$ cat src/rtl/pwm_capture.sv
`default_nettype none
// ============================================================================
//  Module   : pwm_capture
//  Purpose  : Measures high time and period of a PWM waveform once per period
//             and flags a stuck input through a period timeout.
//  Options  : define PWM_CAP_GLITCH_FILT_EN to add a 3-sample glitch filter.
//  Revision : 1.0 - initial release
// ============================================================================
module pwm_capture #(
    parameter int CNT_W       = 8,
    parameter int SYNC_STAGES = 2
) (
    input  logic             clk,
    input  logic             rst_n,
    input  logic             pwm_in,
    input  logic             clear,
    output logic [CNT_W-1:0] high_cnt,
    output logic [CNT_W-1:0] period_cnt,
    output logic             meas_valid,
    output logic             timeout,
    output logic             level
);

    localparam logic [CNT_W-1:0] c_cnt_max = '1;
    localparam logic [CNT_W-1:0] c_cnt_one = CNT_W'(1);

    typedef enum logic [1:0] {
        ST_IDLE = 2'd0,
        ST_HIGH = 2'd1,
        ST_LOW  = 2'd2
    } state_t;

    logic [SYNC_STAGES-1:0] r_sync;
    logic                   w_sync;
    logic                   w_s;
    logic                   r_s_d;
    logic                   w_rise;
    logic                   w_fall;

    state_t           r_state,      w_state_nxt;
    logic [CNT_W-1:0] r_per,        w_per_nxt;
    logic [CNT_W-1:0] r_hi,         w_hi_nxt;
    logic [CNT_W-1:0] r_high_cnt,   w_high_nxt;
    logic [CNT_W-1:0] r_period_cnt, w_period_nxt;
    logic             r_meas_valid, w_valid_nxt;
    logic             r_timeout,    w_timeout_nxt;
    logic [CNT_W-1:0] w_per_inc;
    logic             w_per_max;

    generate
        if (SYNC_STAGES == 1) begin : g_sync_one
            always_ff @(posedge clk or negedge rst_n) begin
                if (!rst_n) r_sync <= '0;
                else        r_sync <= pwm_in;
            end
        end else begin : g_sync_chain
            always_ff @(posedge clk or negedge rst_n) begin
                if (!rst_n) r_sync <= '0;
                else        r_sync <= {r_sync[SYNC_STAGES-2:0], pwm_in};
            end
        end
    endgenerate

    assign w_sync = r_sync[SYNC_STAGES-1];

`ifdef PWM_CAP_GLITCH_FILT_EN
    // Two history flops plus the live sample give three agreeing samples, so
    // the filtered level moves only two edges later than the raw one.
    logic [1:0] r_hist;
    logic       r_held;

    always_ff @(posedge clk or negedge rst_n) begin
        if (!rst_n) begin
            r_hist <= '0;
            r_held <= 1'b0;
        end else begin
            r_hist <= {r_hist[0], w_sync};
            r_held <= w_s;
        end
    end

    always_comb begin
        w_s = r_held;
        if (w_sync && (&r_hist))
            w_s = 1'b1;
        else if (!w_sync && !(|r_hist))
            w_s = 1'b0;
    end
`else
    assign w_s = w_sync;
`endif

    always_ff @(posedge clk or negedge rst_n) begin
        if (!rst_n) r_s_d <= 1'b0;
        else        r_s_d <= w_s;
    end

    assign w_rise    = w_s & ~r_s_d;
    assign w_fall    = ~w_s & r_s_d;
    assign w_per_max = (r_per == c_cnt_max);
    assign w_per_inc = w_per_max ? r_per : r_per + c_cnt_one;

    always_ff @(posedge clk or negedge rst_n) begin
        if (!rst_n) begin
            r_state      <= ST_IDLE;
            r_per        <= '0;
            r_hi         <= '0;
            r_high_cnt   <= '0;
            r_period_cnt <= '0;
            r_meas_valid <= 1'b0;
            r_timeout    <= 1'b0;
        end else begin
            r_state      <= w_state_nxt;
            r_per        <= w_per_nxt;
            r_hi         <= w_hi_nxt;
            r_high_cnt   <= w_high_nxt;
            r_period_cnt <= w_period_nxt;
            r_meas_valid <= w_valid_nxt;
            r_timeout    <= w_timeout_nxt;
        end
    end

    always_comb begin
        w_state_nxt   = r_state;
        w_per_nxt     = r_per;
        w_hi_nxt      = r_hi;
        w_high_nxt    = r_high_cnt;
        w_period_nxt  = r_period_cnt;
        w_valid_nxt   = 1'b0;
        w_timeout_nxt = 1'b0;

        if (clear) begin
            w_state_nxt  = ST_IDLE;
            w_per_nxt    = '0;
            w_hi_nxt     = '0;
            w_high_nxt   = '0;
            w_period_nxt = '0;
        end else begin
            case (r_state)
                ST_IDLE: begin
                    if (w_rise) begin
                        w_per_nxt   = c_cnt_one;
                        w_hi_nxt    = c_cnt_one;
                        w_state_nxt = ST_HIGH;
                    end
                end
                ST_HIGH: begin
                    if (w_per_max && !w_rise) begin
                        w_timeout_nxt = 1'b1;
                        w_state_nxt   = ST_IDLE;
                    end else begin
                        w_per_nxt = w_per_inc;
                        if (w_fall) w_state_nxt = ST_LOW;
                        else        w_hi_nxt    = r_hi + c_cnt_one;
                    end
                end
                ST_LOW: begin
                    if (w_rise) begin
                        // Report closes the old period and opens the next one
                        w_high_nxt   = r_hi;
                        w_period_nxt = r_per;
                        w_valid_nxt  = 1'b1;
                        w_per_nxt    = c_cnt_one;
                        w_hi_nxt     = c_cnt_one;
                        w_state_nxt  = ST_HIGH;
                    end else if (w_per_max) begin
                        w_timeout_nxt = 1'b1;
                        w_state_nxt   = ST_IDLE;
                    end else begin
                        w_per_nxt = w_per_inc;
                    end
                end
                default: w_state_nxt = ST_IDLE;
            endcase
        end
    end

    assign high_cnt   = r_high_cnt;
    assign period_cnt = r_period_cnt;
    assign meas_valid = r_meas_valid;
    assign timeout    = r_timeout;
    assign level      = w_s;

endmodule
`default_nettype wire

$ cat config.mk
export PLATFORM = sky130hd
export DESIGN_NAME = pwm_capture
export DESIGN_NICKNAME = d
export VERILOG_FILES = /design/src/rtl/pwm_capture.sv
export SDC_FILE = /design/constraint.sdc
export NUM_CORES = 1
export LEC_CHECK = 0
export CORE_AREA = 4 4 71 73
export DETAILED_ROUTE_END_ITERATION = 8
export DIE_AREA = 0 0 75 77
export PLACE_DENSITY = 0.71
export SYNTH_ARGS = -nofsm -noshare
export SYNTH_HDL_FRONTEND = slang
export SYNTH_SLANG_ARGS = --single-unit
$ cat constraint.sdc
create_clock -name clk -period 5.45 [get_ports clk]
set_clock_uncertainty 0.2 [all_clocks]
set_input_delay 0.8175 -clock clk [delete_from_list [all_inputs] [get_ports clk]]
set_output_delay 0.8175 -clock clk [all_outputs]
set_load 0.005 [all_outputs]
**Yosys cells after proc, flatten, opt, wreduce, memory -nomap -nowiden**

Cells that the tools add are included.

- Bits in writable memories: 0
- Memory bits (read-only): 0
- Register bits: 39
- Input port bits: 4
- Output and inout bits: 19
- Logic and storage cells: 69
- Bits in latches: 0
- Memories kept: 0

- Eq/ne operators: 10
- Div/mod/pow operators: 0
- Multipliers: 0
- $lt $le $gt $ge: 0
- Reductions and logical operators: 12
- Bitwise gates (word level): 4
- Shift-type cells: 0
- Add/sub/neg operators: 2
- Muxes and demuxes: 32

Operators with widths:

| cell | number |
|---|---|
| $mux W8 | 15 |
| $pmux W8 S3 | 1 |
| $add A8 B1 Y8 const B | 2 |
| $pmux W8 S2 | 1 |
| $mux W2 | 6 |
| $ne A4 B4 Y1 const B | 3 |
| $ne A3 B3 Y1 const B | 3 |
| $eq A8 B8 Y1 const B | 1 |
| $reduce_and A4 Y1 | 2 |
| $mux W1 | 7 |
| $pmux W2 S3 | 1 |
| $reduce_bool A2 Y1 | 2 |
| $reduce_bool A4 Y1 | 1 |
| $ne A3 B1 Y1 const B | 1 |
| $reduce_and A3 Y1 | 1 |
| $reduce_bool A3 Y1 | 1 |
| $and A1 B1 Y1 | 2 |
| $eq A2 B1 Y1 const B | 1 |
| $eq A2 B2 Y1 const B | 1 |
| $logic_not A2 Y1 | 1 |
| $not A1 Y1 | 2 |
| $pmux W1 S2 | 1 |
| $reduce_and A2 Y1 | 1 |
| $reduce_or A2 Y1 | 1 |
| other kinds (2) | 2 |

**Depth between registers and ports, before layout**

- Depth in word-level cells: 7
- Depth in mapped cells: 9
- Mapped depth without buffers: 7

**Worst setup path after synthesis**

OpenSTA, ideal clock, no wires.

- Path type: register to register
- Start: register r_state[1]
- End: register r_hi[2]
- Buffers on the path: 1
- Setup time: 0.082 ns
- Setup slack: 3.295 ns
- Arrival time: 1.873 ns
- Clock period less this slack: 2.155 ns
- Cell stages (with the launch flop): 9
- Cells stage by stage: dfrtp_1 inv_1 ha_1 and2_1 o221ai_2 and2_4 buf_6 or4b_1 a31oi_1

- Cells in the longest elaborated chain, start to end: 4
- Elaborated cells between the ends (all ways): 11
- Classes of those cells: 5 x eq/ne; 2 x mux; 4 x reduce/logical

Ends and longest elaborated chain:

| what | RTL line | RTL |
|---|---|---|
| start: declaration | 40 | `state_t r_state, w_state_nxt;` |
| start signal: assignment | 113 | `r_state <= w_state_nxt;` |
| $eq A2 B2 Y1 or $logic_not A2 Y1 (tied branches) | 139 | `case (r_state)` |
| $reduce_or A2 Y1 (no line) | - |  |
| $ne A3 B1 Y1 (no line) (tied with other cells) | - |  |
| $reduce_and A4 Y1 (no line) or $mux W8 (tied branches) | - |  |
| end signal: assignment | 115 | `r_hi <= w_hi_nxt;` |
| end: declaration | 42 | `logic [CNT_W-1:0] r_hi, w_hi_nxt;` |

Several ways; a longest one is shown, not always the timed one.
A chain may end at the register's enable or synchronous reset.

**Worst setup path in the final report**

- Start: input clear
- End: register r_per[6]

- Cells in the longest elaborated chain, start to end: 2
- Elaborated cells between the ends (all ways): 6
- Classes of those cells: 3 x eq/ne; 1 x mux; 2 x reduce/logical

Ends and longest elaborated chain:

| what | RTL line | RTL |
|---|---|---|
| start: declaration | 16 | `input logic clear,` |
| $ne A4 B4 Y1 (no line) (tied with other cells) | - |  |
| $reduce_and A4 Y1 (no line) | - |  |
| end signal: assignment | 114 | `r_per <= w_per_nxt;` |
| end: declaration | 41 | `logic [CNT_W-1:0] r_per, w_per_nxt;` |

Several ways; a longest one is shown, not always the timed one.

==> results.sh <==
export IMPL_fin_crit_ps=2920
export IMPL_synth_nets=223
export IMPL_synth_compound_area_share_pct=13.5
export IMPL_cts_sink_count=39
export IMPL_synth_flop_cell="dfrtp_1"
export IMPL_ctsResizeCount=0
export IMPL_place_congestion=0.821
export IMPL_r2r_start="r_state[0]"
export IMPL_synth_mux_area_share_pct=2.14
export IMPL_layout_nets=243
export IMPL_layout_drive_gt1_share_pct=6.84
export IMPL_grt_setup_unrepaired="no"
export IMPL_post_cts_buffers=0
export IMPL_setup_slack_ps=2530
export IMPL_synth_xor_area_share_pct=1.81
export IMPL_p_leak_nw=0.913
export IMPL_clk_latency_ps=290
export IMPL_cp_max_fo=31
export IMPL_wirelength_um=4050
export IMPL_layout_commonest_cell="nand2_1"
export IMPL_synth_avg_cell_area_um2=9.08
export IMPL_num_fill_cells=420
export IMPL_cap_violations=0
export IMPL_max_vdd_ir_drop_uv=191
export IMPL_fin_crit_sh_pct=53.6
export IMPL_clock_path_buffers=2
export IMPL_grt_pass1_vias=1576
export IMPL_worst_setup_path_start_kind="primary input"
export IMPL_dr_pass1_iters=4
export IMPL_pin_count=23
export IMPL_ctsHoldBuffers=0
export IMPL_diodes=0
export IMPL_netlist_area_mm2=0.00193
export IMPL_rows=24
export IMPL_tightest_slew_ps=1080
export IMPL_portBuffers=22
export IMPL_synthCells=213
export IMPL_drt_iter0_markers=129
export IMPL_crit_start="clear"
export IMPL_cellPowerDensity_mw_per_mm2=320
export IMPL_grt_first_pass_wirelength_um=7070
export IMPL_clock_tree_root_cell="clkbuf_8"
export IMPL_die_area_mm2=0.00578
export IMPL_hold_violations=0
export IMPL_tns_ps=0
export IMPL_worst_endpoint_arrival_ps=2920
export IMPL_cts_buffers=5
export IMPL_post_drt_wl_per_cell_um=14.2
export IMPL_drc=0
export IMPL_htree_levels=2
export IMPL_areaGrowthSynthToFinish_pct=16.7
export IMPL_clk_pin_slew_ps=70
export IMPL_relSlewSlack_pct=27.6
export IMPL_post_place_ws_ps=2180
export IMPL_endpoint_kind="flop"
export IMPL_die_x_um=75
export IMPL_p_total_uw=721
export IMPL_required_ps=5440
export IMPL_grt_ovfl_total=0
export IMPL_synthAdderAreaFrac_pct=3.88
export IMPL_critPathKind="in -> reg"
export IMPL_initial_core_util_pct=44.4
export IMPL_design_core_area_mm2=0.00435
export IMPL_hold_class="reg -> reg"
export IMPL_max_freq_mhz=342
export IMPL_gr_usage_all_layers_pct=15.7
export IMPL_yosys_area_share_simple_pct=25.2
export IMPL_drv_slew=0
export IMPL_synth_top_family_by_area="simple AND/OR/NAND/NOR gates"
export IMPL_vias=1592
export IMPL_die_y_um=77
export IMPL_cts_tree="built"
export IMPL_yosysWarnings=0
export IMPL_synth_edf_count=0
export IMPL_antenna_found_initial=0
export IMPL_min_from="r_sync[0]"
export IMPL_synth_seq_cells=39
export IMPL_via_per_inst=5.57
export IMPL_dp_hpwl_um=2730
export IMPL_synth_distinct_cells=36
export IMPL_antenna_left=0
export IMPL_setup_viol_count_final=0
export IMPL_final_cell_mix="nand2_1 (49), dfrtp_1 (39), a21oi_1 (23), clkdlybuf4s50_1 (21), nor2_1 (16)"
export IMPL_synthArstFlopShare_pct=100
export IMPL_ys_seq_area_share_pct=50.5
export IMPL_grt_max_degree=40
export IMPL_status="finished, final reports clean"
-- through the flow --
| step | hold slack [ps] | cell area (um2) | util (%) | instances |
|---|---|---|---|---|
| after global placement | 133 | 2170 | 49.9 | 278 |
| final | 169 | 2260 | 51.8 | 286 |
| after global routing | 177 | 2260 | 51.8 | 286 |
| after floorplan | 131 | 1930 | - | 213 |
| after detailed placement | 148 | 2170 | 49.9 | 278 |
| after CTS | 168 | 2260 | 51.8 | 286 |
-- kinds of logic after synthesis --
kind of cell	after synthesis
mux	4
flops	39
fa+ha+maj	6
xor+xnor	4
compound gates	43
buf+inv	13
simple gates	104
-- Yosys cell counts (all sizes together), types with 2 or more instances --
cell type / count / area, um2
inv: 3 / 11.3
nand3: 12 / 60.1
and2: 3 / 21.3
nand2: 49 / 184
xnor2: 4 / 35.0
nor3: 5 / 25.0
a21oi: 23 / 115
a31oi: 7 / 43.8
nor2: 16 / 60.1
or2: 3 / 18.8
mux2i: 3 / 30.0
o21ai: 3 / 15.0
dfrtp: 39 / 976
buf: 2 / 16.3
clkbuf: 8 / 30.0
and3: 2 / 12.5
or4: 5 / 37.5
a211oi: 2 / 15.0
nand3b: 3 / 22.5
a21o: 2 / 15.0
ha: 6 / 75.1
-- area by class of cell --
class	count	area [um2]	share of cell area, %
clock inverter	1	5.00	0.222
inverter	3	11.3	0.499
multi-input combinational	161	900	39.9
tap	52	65.1	2.88
sequential	39	976	43.3
clock buffer	7	76.3	3.38
timing repair buffer	23	223	9.87
-- state kept, by name (all words and copies together) (netlist names) --
signal and cells:
r_hi 8, timeout 1, r_s_d 1, r_per 8, r_state 2, period_cnt 8, high_cnt 8, meas_valid 1
r_sync 2
-- where the power goes --
| group | switching (mW) | leakage (nW) | internal, mW | total (mW) |
|---|---|---|---|---|
| clock network | 0.0962 | 0.0422 | 0.0898 | 0.186 |
| logic | 0.130 | 0.337 | 0.0766 | 0.207 |
| registers | 0.0215 | 0.533 | 0.307 | 0.329 |
-- worst max-delay path, cell delays in order --
cell             delay (ps)
clkdlybuf4s50_1         400
buf_4                   230
a211oi_1                870
a221oi_1                330
a211oi_1                270
-- metal layers --
metal,routed length (um),part of all wire [%],vias to the layer above,track usage (%)
li1,-,-,781,-
met1,1940,48,764,20.6
met2,1880,46,41,23.4
met3,171,4.2,6,3.66
met4,60,1.5,0,8.54
met5,0,0,-,0
-- path summary, 6_finish.rpt --
check,endpoint,slack [ps],depth (start not counted)
max,r_per[6],2530,5
min,r_sync[1],170,0
max reg2reg,r_per[6],2570,6
min reg2reg,r_sync[1],170,0
max in group asynchronous,period_cnt[1],4080,1
min in group asynchronous,r_hi[2],430,1
Note: power is estimated with default switching activity, not from simulation.
